<file path="config.mk">
export PLATFORM = sky130hd
export DESIGN_NAME = rand_scheduler
export DESIGN_NICKNAME = d
export VERILOG_FILES = /design/src/rtl/rand_pkg.sv /design/src/rtl/lfsr8_core.sv /design/src/rtl/rand_scheduler.sv
export SDC_FILE = /design/constraint.sdc
export NUM_CORES = 1
export LEC_CHECK = 0
export CAP_MARGIN = 5
export CORE_ASPECT_RATIO = 1.5
export CORE_UTILIZATION = 30
export DETAILED_ROUTE_END_ITERATION = 7
export PLACE_DENSITY = 0.52
export SLEW_MARGIN = 40
export SYNTH_ARGS = -nofsm -noshare
export SYNTH_HDL_FRONTEND = slang
export SYNTH_SLANG_ARGS = --single-unit
</file>
<file path="constraint.sdc">
create_clock -name clk -period 4.2 [get_ports clk]
set_input_delay 0.84 -clock clk [delete_from_list [all_inputs] [get_ports clk]]
set_output_delay 0.84 -clock clk [all_outputs]
set_load 0.01 [all_outputs]
</file>
<file path="src/rtl/rand_pkg.sv">
// Shared definitions for the random-number scheduler: LFSR geometry,
// feedback taps, zero-seed substitute and controller state encoding.
package rand_pkg;

  localparam int LFSR_W = 8;

  // Fibonacci feedback taps (bit positions of the 8-bit state)
  localparam int TAP_0 = 7;
  localparam int TAP_1 = 5;
  localparam int TAP_2 = 4;
  localparam int TAP_3 = 3;

  // An all-zero state would lock the LFSR, so a zero seed loads this instead
  localparam logic [LFSR_W-1:0] ZERO_SEED_SUB = 8'h01;

  typedef enum logic [1:0] {
    ST_UNSEEDED = 2'd0,
    ST_LOAD     = 2'd1,
    ST_WARM     = 2'd2,
    ST_SERVE    = 2'd3
  } sched_state_e;

  // One Fibonacci step: shift left, feedback enters at bit 0
  function automatic logic [LFSR_W-1:0] lfsr_next(input logic [LFSR_W-1:0] s);
    logic fb;
    fb = s[TAP_0] ^ s[TAP_1] ^ s[TAP_2] ^ s[TAP_3];
    return {s[LFSR_W-2:0], fb};
  endfunction

endpackage

</file>
<file path="src/rtl/lfsr8_core.sv">
// 8-bit Fibonacci LFSR. load has priority over step; a zero seed is
// replaced so the register can never enter the all-zero lock-up state.
module lfsr8_core
  import rand_pkg::*;
(
  input  logic              clk,
  input  logic              clr,
  input  logic              load,
  input  logic              step,
  input  logic [LFSR_W-1:0] seed_in,
  output logic [LFSR_W-1:0] state_out
);

  logic [LFSR_W-1:0] state_q;
  logic [LFSR_W-1:0] state_d;

  // Next state: load (with zero substitution), step, or hold
  always_comb begin
    state_d = state_q;
    if (load) begin
      state_d = (seed_in == '0) ? ZERO_SEED_SUB : seed_in;
    end else if (step) begin
      state_d = lfsr_next(state_q);
    end
  end

  // Shift register
  always_ff @(posedge clk or negedge clr) begin
    if (!clr) begin
      state_q <= ZERO_SEED_SUB;
    end else begin
      state_q <= state_d;
    end
  end

  assign state_out = state_q;

endmodule

</file>
<file path="src/rtl/rand_scheduler.sv">
// Hands out LFSR values to N_REQ requesters under round-robin arbitration.
//
// state     | meaning
// UNSEEDED  | after reset; no grants until a seed is loaded
// LOAD      | one cycle: latched seed written into the LFSR
// WARM      | LFSR steps once per cycle for WARMUP cycles, no grants
// SERVE     | one grant per cycle max; LFSR steps only on a grant
module rand_scheduler
  import rand_pkg::*;
#(
  parameter int unsigned N_REQ  = 4,
  parameter int unsigned WARMUP = 8
) (
  input  logic              clk,
  input  logic              clr,
  input  logic [LFSR_W-1:0] seed,
  input  logic              seed_load,
  input  logic [N_REQ-1:0]  req,
  output logic [N_REQ-1:0]  gnt,
  output logic [LFSR_W-1:0] rnd,
  output logic              rnd_valid,
  output logic              ready
);

  localparam int PTR_W = (N_REQ > 1) ? $clog2(N_REQ) : 1;

  sched_state_e      state_q, state_d;
  logic [7:0]        cnt_q, cnt_d;
  logic [PTR_W-1:0]  ptr_q, ptr_d;
  logic [N_REQ-1:0]  gnt_q, gnt_d;
  logic [LFSR_W-1:0] rnd_q, rnd_d;
  logic [LFSR_W-1:0] seed_q, seed_d;

  logic              lfsr_load;
  logic              lfsr_step;
  logic [LFSR_W-1:0] lfsr_state;

  logic              found;
  logic [PTR_W-1:0]  win;
  int                j;

  lfsr8_core u_lfsr (
    .clk       (clk),
    .clr       (clr),
    .load      (lfsr_load),
    .step      (lfsr_step),
    .seed_in   (seed_q),
    .state_out (lfsr_state)
  );

  // Round-robin search starting at the pointer, wrapping modulo N_REQ
  always_comb begin
    found = 1'b0;
    win   = '0;
    j     = 0;
    for (int i = 0; i < int'(N_REQ); i++) begin
      j = int'(ptr_q) + i;
      if (j >= int'(N_REQ)) j = j - int'(N_REQ);
      if (!found && req[PTR_W'(j)]) begin
        found = 1'b1;
        win   = PTR_W'(j);
      end
    end
  end

  // Sequencing: reseed preempts everything, then per-state behaviour
  always_comb begin
    state_d   = state_q;
    cnt_d     = cnt_q;
    ptr_d     = ptr_q;
    gnt_d     = '0;
    rnd_d     = rnd_q;
    seed_d    = seed_q;
    lfsr_load = 1'b0;
    lfsr_step = 1'b0;
    if (seed_load) begin
      state_d = ST_LOAD;
      seed_d  = seed;
      ptr_d   = '0;
      cnt_d   = '0;
    end else begin
      case (state_q)
        ST_UNSEEDED: ;
        ST_LOAD: begin
          lfsr_load = 1'b1;
          if (WARMUP == 0) begin
            state_d = ST_SERVE;
          end else begin
            state_d = ST_WARM;
            cnt_d   = 8'(WARMUP);
          end
        end
        ST_WARM: begin
          lfsr_step = 1'b1;
          if (cnt_q <= 8'd1) begin
            state_d = ST_SERVE;
            cnt_d   = '0;
          end else begin
            cnt_d = cnt_q - 8'd1;
          end
        end
        ST_SERVE: begin
          if (found) begin
            gnt_d[win] = 1'b1;
            lfsr_step  = 1'b1;
            rnd_d      = lfsr_next(lfsr_state);
            ptr_d      = (win == PTR_W'(N_REQ - 1)) ? '0 : win + PTR_W'(1);
          end
        end
        default: state_d = ST_UNSEEDED;
      endcase
    end
  end

  // Controller registers
  always_ff @(posedge clk or negedge clr) begin
    if (!clr) begin
      state_q <= ST_UNSEEDED;
      cnt_q   <= '0;
      ptr_q   <= '0;
      gnt_q   <= '0;
      rnd_q   <= '0;
      seed_q  <= '0;
    end else begin
      state_q <= state_d;
      cnt_q   <= cnt_d;
      ptr_q   <= ptr_d;
      gnt_q   <= gnt_d;
      rnd_q   <= rnd_d;
      seed_q  <= seed_d;
    end
  end

  assign gnt       = gnt_q;
  assign rnd       = rnd_q;
  assign rnd_valid = |gnt_q;
  assign ready     = (state_q == ST_SERVE);

endmodule

</file>
# Word level (Yosys, flattened, before mapping)

Cells that the tools add are included.

Flip-flop bits (word level): 40
Input bits: 15
Output and inout port bits: 14
Word-level logic and storage cells: 99

$add $sub $neg: 9
Magnitude comparators: 11
Equal/unequal tests: 5
Multiplexer cells: 47
Bitwise operators: 4
Reduce and logical (&&, ||, !) cells: 16

Operators with widths:

| kind                                                                                 | number |
|---|---|
| 8-bit two-way mux                                                                    | 5 |
| 2-bit two-way mux                                                                    | 14 |
| 1-bit two-way mux                                                                    | 17 |
| 2-bit by 4-bit < comparator with 1-bit output (second input constant)                | 4 |
| 8-bit case mux with 2 select lines                                                   | 1 |
| 4-bit two-way mux                                                                    | 3 |
| 3-bit greater-or-equal comparator (second input constant)                            | 3 |
| 1-bit binary-select mux with 2-bit select                                            | 4 |
| 8-bit by 1-bit <= comparator with 1-bit output (second input constant)               | 1 |
| 8-bit logical NOT                                                                    | 1 |
| 2-bit by 1-bit subtractor with 2-bit output (second input constant)                  | 4 |
| 8-bit by 1-bit subtractor with 8-bit output (second input constant)                  | 1 |
| 2-bit by 2-bit adder with 3-bit output (second input constant)                       | 2 |
| 2-bit == test (second input constant)                                                | 3 |
| 2-bit nonzero test                                                                   | 3 |
| 1-bit logical AND                                                                    | 4 |
| 2-bit case mux with 2 select lines                                                   | 1 |
| 2-bit AND reduction                                                                  | 2 |
| 4-bit OR reduction                                                                   | 1 |
| 2-bit by 1-bit adder with 3-bit output (second input constant)                       | 1 |
| 2-bit by 3-bit greater-or-equal comparator with 1-bit output (second input constant) | 1 |
| 1-bit logical NOT                                                                    | 3 |
| 2-bit by 3-bit < comparator with 1-bit output (second input constant)                | 1 |
| 3-bit != test (second input constant)                                                | 1 |
| 9 further kinds                                                                      | 11 |

# Longest topological paths before layout

Gate-level depths: netlist (run 1).

Depth after elaboration: 22
Gate-level depth with buffers: 7
Depth with buffers taken out: 6

# Hierarchy

A second synthesis (run 1) with hierarchy kept.

Cells, all modules: 178
Area, all modules: 1975.6 sq um

By module, submodules not included:

| module         | times used | cells an instance | area each (sq um) | sequential area each (sq um) |
|---|---|---|---|---|
| rand_scheduler | 1          | 137               | 1560.2            | 800.8 |
| lfsr8_core     | 1          | 41                | 415.4             | 201.4 |

# Worst setup path after synthesis (run 1)

Ideal clock, no wire load.

Path type: input -> register
From: input req[2]
To: register ptr_q[1]
Setup time: 0.094 ns
Arrival time: 1.898 ns
Required time: 4.106 ns
Slack: 2.208 ns
Stages: 6
Buffers on the path: 0
Cells stage by stage: mux2i_1 -> nor2_1 -> nor3_1 -> inv_1 -> ha_1 -> a211oi_1

Longest elaborated chain between the ends: 18
Elaborated cells on any way between the ends: 34
Classes of those cells: add/sub (1); eq/ne (1); mux (24); reduce/logical (8)

Ends and longest elaborated chain:

| what                                                                           | line                  | text |
|---|---|---|
| from (decl)                                                                    | rand_scheduler.sv:18  | `input logic [N_REQ-1:0] req,` |
| 1-bit binary-select mux with 2-bit select                                      | rand_scheduler.sv:59  | `if (!found && req[PTR_W'(j)]) begin` |
| 1-bit two-way mux (implied by the code) (2 in series)                          | rand_scheduler.sv:59  |  |
| 1-bit two-way mux                                                              | rand_scheduler.sv:59  |  |
| 1-bit logical NOT                                                              | rand_scheduler.sv:59  |  |
| 1-bit logical AND                                                              | rand_scheduler.sv:59  |  |
| 1-bit two-way mux                                                              | rand_scheduler.sv:59  |  |
| 1-bit logical NOT                                                              | rand_scheduler.sv:59  |  |
| 1-bit logical AND                                                              | rand_scheduler.sv:59  |  |
| 1-bit two-way mux                                                              | rand_scheduler.sv:59  |  |
| 1-bit logical NOT                                                              | rand_scheduler.sv:59  |  |
| 1-bit logical AND                                                              | rand_scheduler.sv:59  |  |
| 2-bit two-way mux                                                              | rand_scheduler.sv:59  |  |
| 2-bit by 1-bit adder with 2-bit output / 2-bit == test (equally long branches) | rand_scheduler.sv:107 | `ptr_d = (win == PTR_W'(N_REQ - 1)) ? '0 : win + PTR_W'(1);` |
| 2-bit two-way mux                                                              | rand_scheduler.sv:107 |  |
| 2-bit two-way mux                                                              | rand_scheduler.sv:103 | `if (found) begin` |
| 2-bit two-way mux                                                              | rand_scheduler.sv:82  | `case (state_q)` |
| 2-bit two-way mux                                                              | rand_scheduler.sv:76  | `if (seed_load) begin` |
| to (signal assigned)                                                           | rand_scheduler.sv:127 | `ptr_q <= ptr_d;` |
| to (decl)                                                                      | rand_scheduler.sv:29  | `logic [PTR_W-1:0] ptr_q, ptr_d;` |

Several ways; a longest one is shown, not always the timed one. The select of a mux whose other input is x is not followed.
A chain may end at the register's enable or synchronous reset.

# Final worst setup path (run 1)

From: register state_q[0]
To: output ready

Longest elaborated chain between the ends: 1

Ends and longest elaborated chain:

| what                   | line                  | text |
|---|---|---|
| from (decl)            | rand_scheduler.sv:27  | `sched_state_e state_q, state_d;` |
| from (signal assigned) | rand_scheduler.sv:125 | `state_q <= state_d;` |
| 2-bit == test          | rand_scheduler.sv:137 | `assign ready = (state_q == ST_SERVE);` |
| to (decl)              | rand_scheduler.sv:22  | `output logic ready` |

No other way between the ends.

==> results of run 1 <==
## stage by stage
stage	area, um^2	hold WS [ns]	power (uW)	util
after floorplan	1970	0.471	785	-
after global placement	2310	0.493	945	0.372
after detailed placement	2310	0.499	947	0.372
after CTS	2410	0.518	1220	0.387
after global routing	2410	0.537	1290	0.388
final	2410	0.510	1200	0.388
## path summary, 6_finish.rpt
kind,from,to,depth (start not counted)
max in group asynchronous,clr,u_lfsr.state_out[0]$_DFFE_PN1P_,1
min reg2reg,rnd[4]$_DFFE_PN0P_,rnd[4]$_DFFE_PN0P_,1
min,clr,rnd[3]$_DFFE_PN0P_,1
min in group clk,rnd[4]$_DFFE_PN0P_,rnd[4]$_DFFE_PN0P_,1
max,state_q[0]$_DFFE_PN0P_,ready,3
max reg2reg,cnt_q[0]$_DFFE_PN0P_,cnt_q[6]$_DFFE_PN0P_,6
## routing by layer
layer / vias up / routed length, um
met2: 26 / 1890
met1: 642 / 1590
li1: 664 / -
met4: 0 / 70
met3: 6 / 141
met5: - / 0
## worst register-to-register path, cell delays in order (launching register included)
cell,delay (ns)
dfrtp_1,0.42
inv_1,0.06
ha_1,0.22
or2_4,0.25
a311o_2,0.44
or3_1,0.36
o211ai_1,0.09
## registers in the layout, indices dropped and copies added, names as in the netlist
| name | flops |
|---|---|
| cnt_q | 8 |
| rnd | 8 |
| seed_q | 8 |
| u_lfsr.state_out | 8 |
| gnt | 4 |
| ptr_q | 2 |
| state_q | 2 |
## final cells by class
class / instances / area, um^2
tap: 74 / 92.6
multi-input combinational: 121 / 903
sequential: 40 / 1000
clock inverter: 1 / 7.51
clock buffer: 7 / 86.3
inverter: 8 / 30.0
timing repair buffer: 30 / 293
fill: 632 / 3800
## logic make-up (layout without fill, tap and decap cells)
group | after synthesis | count (layout) | share of synthesized area
compound gates | 31 | 31 | 0.103
xor+xnor | 9 | 9 | 0.0401
fa+ha+maj | 7 | 7 | 0.0432
buf+inv | 14 | 46 | 0.0350
flops | 40 | 40 | 0.509
mux | 23 | 23 | 0.127
simple gates | 51 | 51 | 0.142
## report_power, final
group          internal, uW  leakage, uW  total, uW  switching, uW
logic                   212     0.000465        378            166
clock network           134    0.0000445        270            136
registers               480     0.000480        553           72.8
## synth_stat cells (all sizes together), types with 4 or more instances
cell type,n,area share
a21oi,12,0.031
and2,4,0.013
buf,5,0.017
dfrtp,39,0.50
ha,6,0.038
inv,8,0.015
mux2,16,0.092
mux2i,7,0.036
nand2,7,0.013
nand2b,4,0.017
nor2,23,0.044
o21ai,7,0.018
xor2,6,0.027
==> summary.md, run 1 <==
| Metric | Value |
|---|---|
| Static power due to leakage | 0.000990 uW |
| Die ar. | 0.00690 mm^2 |
| Global-route wire length before repair | 6260 um |
| Flip-flop and latch count after synthesis | 40 |
| Pin count of the biggest net entering global routing | 41 |
| Max Slew Vio Count | 0 |
| Buffer count from post-CTS setup fixing | 0 |
| Site Rows | 35 |
| Clock latency reported for the late side of the worst-skew pair | 0.30 ns |
| Final wirelength | 3690 um |
| Final setup violating endpoints | 0 |
| Setup repair after global routing missed its margin | false |
| Per-instance average area after synthesis | 11.2 um^2 |
| Number of distinct standard cells referenced by the synthesized netlist | 39 |
| Global Route met2 Usage | 0.201 |
| Overall routing resource usage | 0.124 |
| Achievable clock frequency | 395 MHz |
| Placed Instances | 273 |
| Horizontal die dimension | 68.1 um |
| Number of hold violations in the final report | 0 |
| Hold Buf Count CTS | 0 |
| Nets | 227 |
| Sum of net half-perimeters after detailed placement | 2620 um |
| Peak-usage layer in the global routing report | met2 |
| Number of input and output port buffers inserted | 28 |
| Via density per instance | 4.76 |
| Start-to-end type of the worst setup path | flop to primary output |
| Synthesized net count | 196 |
| Met1 global-route usage | 0.153 |
| Met3 Resource Use GR | 0.0293 |
| Number of levels the H-tree was split into | 2 |
| Worst Path Max Fanout | 8 |
| Post-synthesis instance area | 0.00197 mm^2 |
| Fraction of final layout cells sized beyond drive strength 1 | 0.164 |
| Num CTS Buffers | 5 |
| Commonest non-fill, non-tap cell in the layout | dfrtp_1 |
| Worst path setup slack after routing | 1.67 ns |
| Clock root buffer | clkbuf_8 |
| Height of the die | 101 um |
| Number of cells produced by synthesis | 175 |
| Number of resized instances in the post-cts repair step | 0 |
| Clock tree from TritonCTS | yes |
| Commonest non-fill, non-tap cells in the layout | 39 x dfrtp_1, 27 x clkdlybuf4s50_1, 23 x nor2_1, 16 x mux2_2, 12 x a21oi_1 |
| Final weighted congestion of routability-driven global placement | 0.699 |
| Critical path's top delay family | buffers and inverters |
| Initial DRC Count | 37 |
| Count of flip-flops with a built-in enable after synthesis | 0 |
| Setup TNS | 0 ns |
| Number of buffers on the longest clock path | 2 |
| YS warnings | 0 |
| Required time of the critical path | 3.36 ns |
| Floorplan Core Area | 0.00622 mm^2 |
| Power density relative to cell area | 497 mW/mm^2 |
| Portion of the post-synthesis area used by sequential elements | 0.509 |
| Outcome | completed |
| Share of synthesized flip-flops with an asynchronous set or reset | 1.00 |
| Overall overflow remaining after global route | 0 |
| TritonRoute pass-1 iters | 4 |
| Portion of the clock cycle consumed by the worst path in the final layout | 0.603 |
| # DRC | 0 |
| Worst setup skew after layout | 0.0111 ns |
| Largest stage delay on the critical path | 0.57 ns |
| Final instance count without filler cells | 281 |
| Antenna Diode Count | 0 |
| List of cells traversed by the critical path | nand2_1, inv_1, clkdlybuf4s50_1 |
| Startpoint type of the worst setup path | flop |
| Worst path arrival time | 1.69 ns |
| Classification of the worst-slack hold path | input port to async pin |
| Worst-path clk slew | 0.08 ns |
| Clock tree sinks | 40 |
| I/O Pins | 29 |
| Number of max-cap violations | 0 |
| Placement Setup Slack | 1.39 ns |
| Buffering stage count on the worst path with inverters included | 2 |
| Post-route minimum period | 2.53 ns |
| Slowest library cell on the worst path | clkdlybuf4s50_1 |
| Layout overhead on the synthesized area | 22.7% |
| Number of global-route vias before repair | 1,374 |
| Measured slew at the worst slew-check pin | 0.627 ns |
| Slew Limit Headroom | 0.581 |
| Element type at the critical path end | primary output |
| Commonest register cell after synthesis | dfrtp_1 |
| Total vias in the final route | 1,338 |
| VDD IR max | 0.246 mV |
| Wire per inst | 13.1 um |
| Number of antenna violations at the first check in global routing | 0 |
| Initial Util | 0.316 |
| Number of nets with antenna violations after routing | 0 |
| Register-to-Register Setup Slack | 2.28 ns |
No activity file was read; power rests on OpenSTA's default activity.
==> inputs of run 2 (changes only) <==
==> constraint.sdc (replaced) <==
create_clock -name clk -period 2.35 [get_ports clk]
set_input_delay 0.47 -clock clk [delete_from_list [all_inputs] [get_ports clk]]
set_output_delay 0.47 -clock clk [all_outputs]
set_load 0.01 [all_outputs]
==> summary.md, run 2 (same netlist as run 1, synthesis figures left out) <==
| Metric | Value |
|---|---|
| Overall routing resource usage | 0.131 |
| Internal Dissipation | 1560 uW |
| Nets | 233 |
| Element type at the critical path end | primary output |
| Net load switching power | 678 uW |
| Slew Limit Headroom | 0.653 |
| Static power due to leakage | 0.00103 uW |
| Achievable clock frequency | 468 MHz |
| Overall overflow remaining after global route | 0 |
| Number of levels the H-tree was split into | 2 |
| Startpoint type of the worst setup path | flop |
| Classification of the worst-slack hold path | input port to async pin |
| WHS | 0.0609 ns |
| Total vias in the final route | 1,364 |
| Clock tree sinks | 40 |
| Start-to-end type of the worst setup path | flop to primary output |
| Number of nets with antenna violations after routing | 0 |
| Buffer count from post-CTS setup fixing | 0 |
| Count of fill cells added during filler insertion | 637 |
| Switching share of power | 0.303 |
| Num CTS Buffers | 5 |
| Commonest non-fill, non-tap cell in the layout | dfrtp_1 |
| Number of buffers on the longest clock path | 2 |
| Worst-path clk slew | 0.08 ns |
| Peak-usage layer in the global routing report | met2 |
| Placement Setup Slack | 0.191 ns |
| Met1 global-route usage | 0.153 |
| Setup repair after global routing missed its margin | false |
| Met3 Resource Use GR | 0.0315 |
| Global Route met2 Usage | 0.221 |
| Post-route minimum period | 2.14 ns |
| Combinational power share | 0.308 |
| Number of antenna violations at the first check in global routing | 0 |
| Required time of the critical path | 1.88 ns |
| Worst path arrival time | 1.67 ns |
| Number of global-route vias before repair | 1,429 |
| Overall power consumption | 2240 uW |
| Worst path setup slack after routing | 0.215 ns |
| VDD IR max | 0.405 mV |
| Setup TNS | 0 ns |
| Initial Util | 0.316 |
| Footprint of the multi-input gates | 897 um^2 |
| Commonest non-fill, non-tap cells in the layout | 39 x dfrtp_1, 27 x clkdlybuf4s50_1, 23 x nor2_1, 16 x mux2_2, 12 x a21oi_1 |
| Sum of net half-perimeters after detailed placement | 2930 um |
| Core Util, Final | 0.396 |
| Final wirelength | 3930 um |
| Clock root buffer | clkbuf_8 |
| Number of input and output port buffers inserted | 28 |
| Outcome | completed |
| Number of resized instances in the post-cts repair step | 0 |
| Antenna Diode Count | 0 |
| Wire per inst | 13.7 um |
| Number of max-cap violations | 0 |
| Site Rows | 35 |
| Portion of the clock cycle consumed by the worst path in the final layout | 0.909 |
| Clock tree from TritonCTS | yes |
| Clock latency reported for the late side of the worst-skew pair | 0.29 ns |
| TritonRoute pass-1 iters | 4 |
| Horizontal die dimension | 68.1 um |
| Worst setup skew after layout | 0.00988 ns |
| Hold Buf Count CTS | 0 |
| Initial DRC Count | 14 |
| Height of the die | 101 um |
| Worst Path Max Fanout | 2 |
| Max Slew Vio Count | 0 |
| I/O Pins | 29 |
| Pin count of the biggest net entering global routing | 28 |
| # DRC | 0 |
| Final weighted congestion of routability-driven global placement | 0.685 |
| Floorplan Core Area | 0.00622 mm^2 |
| Via density per instance | 4.75 |
| Number of hold violations in the final report | 0 |
| Sequential cell area | 0.00100 mm^2 |
| Die ar. | 0.00690 mm^2 |
| Final setup violating endpoints | 0 |
| Layout overhead on the synthesized area | 25.2% |
| Global-route wire length before repair | 6620 um |
| Measured slew at the worst slew-check pin | 0.515 ns |
| Power density relative to cell area | 909 mW/mm^2 |
| Part of the power in registers | 0.445 |
| Clock share of power | 0.247 |
| Fraction of final layout cells sized beyond drive strength 1 | 0.188 |
==> run 2: changes by cell type in the layout (fill, tap and decap cells not counted) <==
cell / previous run / this run
buf_2: 0 / 1
nor3_4: 1 / 0
clkinvlp_4: 1 / 0
clkinv_2: 0 / 1
buf_4: 3 / 8
bufinv_16: 0 / 1
nor3_2: 0 / 1
clkbuf_8: 6 / 5
==> run 2: path summary, 6_finish.rpt <==
path                                       from                              end  slack (ns)  cells after the start
hold reg to reg              rnd[2]$_DFFE_PN0P_               rnd[2]$_DFFE_PN0P_        0.52                      1
setup / recovery               gnt[1]$_DFF_PN0_                        rnd_valid        0.21                      2
min in group clk             rnd[2]$_DFFE_PN0P_               rnd[2]$_DFFE_PN0P_        0.52                      1
hold / removal                              clr               rnd[6]$_DFFE_PN0P_        0.06                      1
max in group asynchronous                   clr  u_lfsr.state_out[0]$_DFFE_PN1P_        1.58                      2
setup reg to reg           cnt_q[0]$_DFFE_PN0P_             cnt_q[6]$_DFFE_PN0P_        0.45                      6
==> run 2: layer usage <==
| layer | part of all wire | routed length [um] |
|---|---|---|
| met5 | 0 | 0 |
| met4 | 0.020 | 80 |
| met3 | 0.041 | 160 |
| met2 | 0.51 | 2010 |
| met1 | 0.43 | 1680 |
==> run 2: area by class of cell <==
class	count	share of cell area
multi-input combinational	121	0.364
inverter	8	0.0122
sequential	40	0.407
clock buffer	6	0.0294
clock inverter	2	0.0142
tap	74	0.0376
timing repair buffer	36	0.136
==> run 2: metrics by stage <==
stage | instance area [um^2] | cells
6_report | 2460 | 287
5_1_grt | 2460 | 287
4_1_cts | 2460 | 287
3_5_place_dp | 2360 | 279
3_3_place_gp | 2360 | 279
2_1_floorplan | 1970 | 175
==> run 2: worst max-delay path, stage by stage (launching register included) <==
cell and delay [ns]:
dfrtp_1 0.38, or4_1 0.51, clkdlybuf4s50_1 0.49
==> run 2: power groups by stage <==
stage	Sequential, uW	Clock (uW)	Combinational, uW
final	996	554	691
after floorplan	1000	0	398
after global placement	1010	0	698
after global routing	1030	599	773
after detailed placement	1020	0	698
after CTS	1000	574	703
==> inputs of run 3 (changes only) <==
--- a/config.mk
+++ b/config.mk
@@ -5,6 +5,7 @@
 export SDC_FILE = /design/constraint.sdc
 export NUM_CORES = 1
 export LEC_CHECK = 0
+export ABC_AREA = 0
 export CAP_MARGIN = 5
 export CORE_ASPECT_RATIO = 1.5
 export CORE_UTILIZATION = 30
==> results of run 3 <==
Final layout, timing and power as in run 2 (identical DEF).
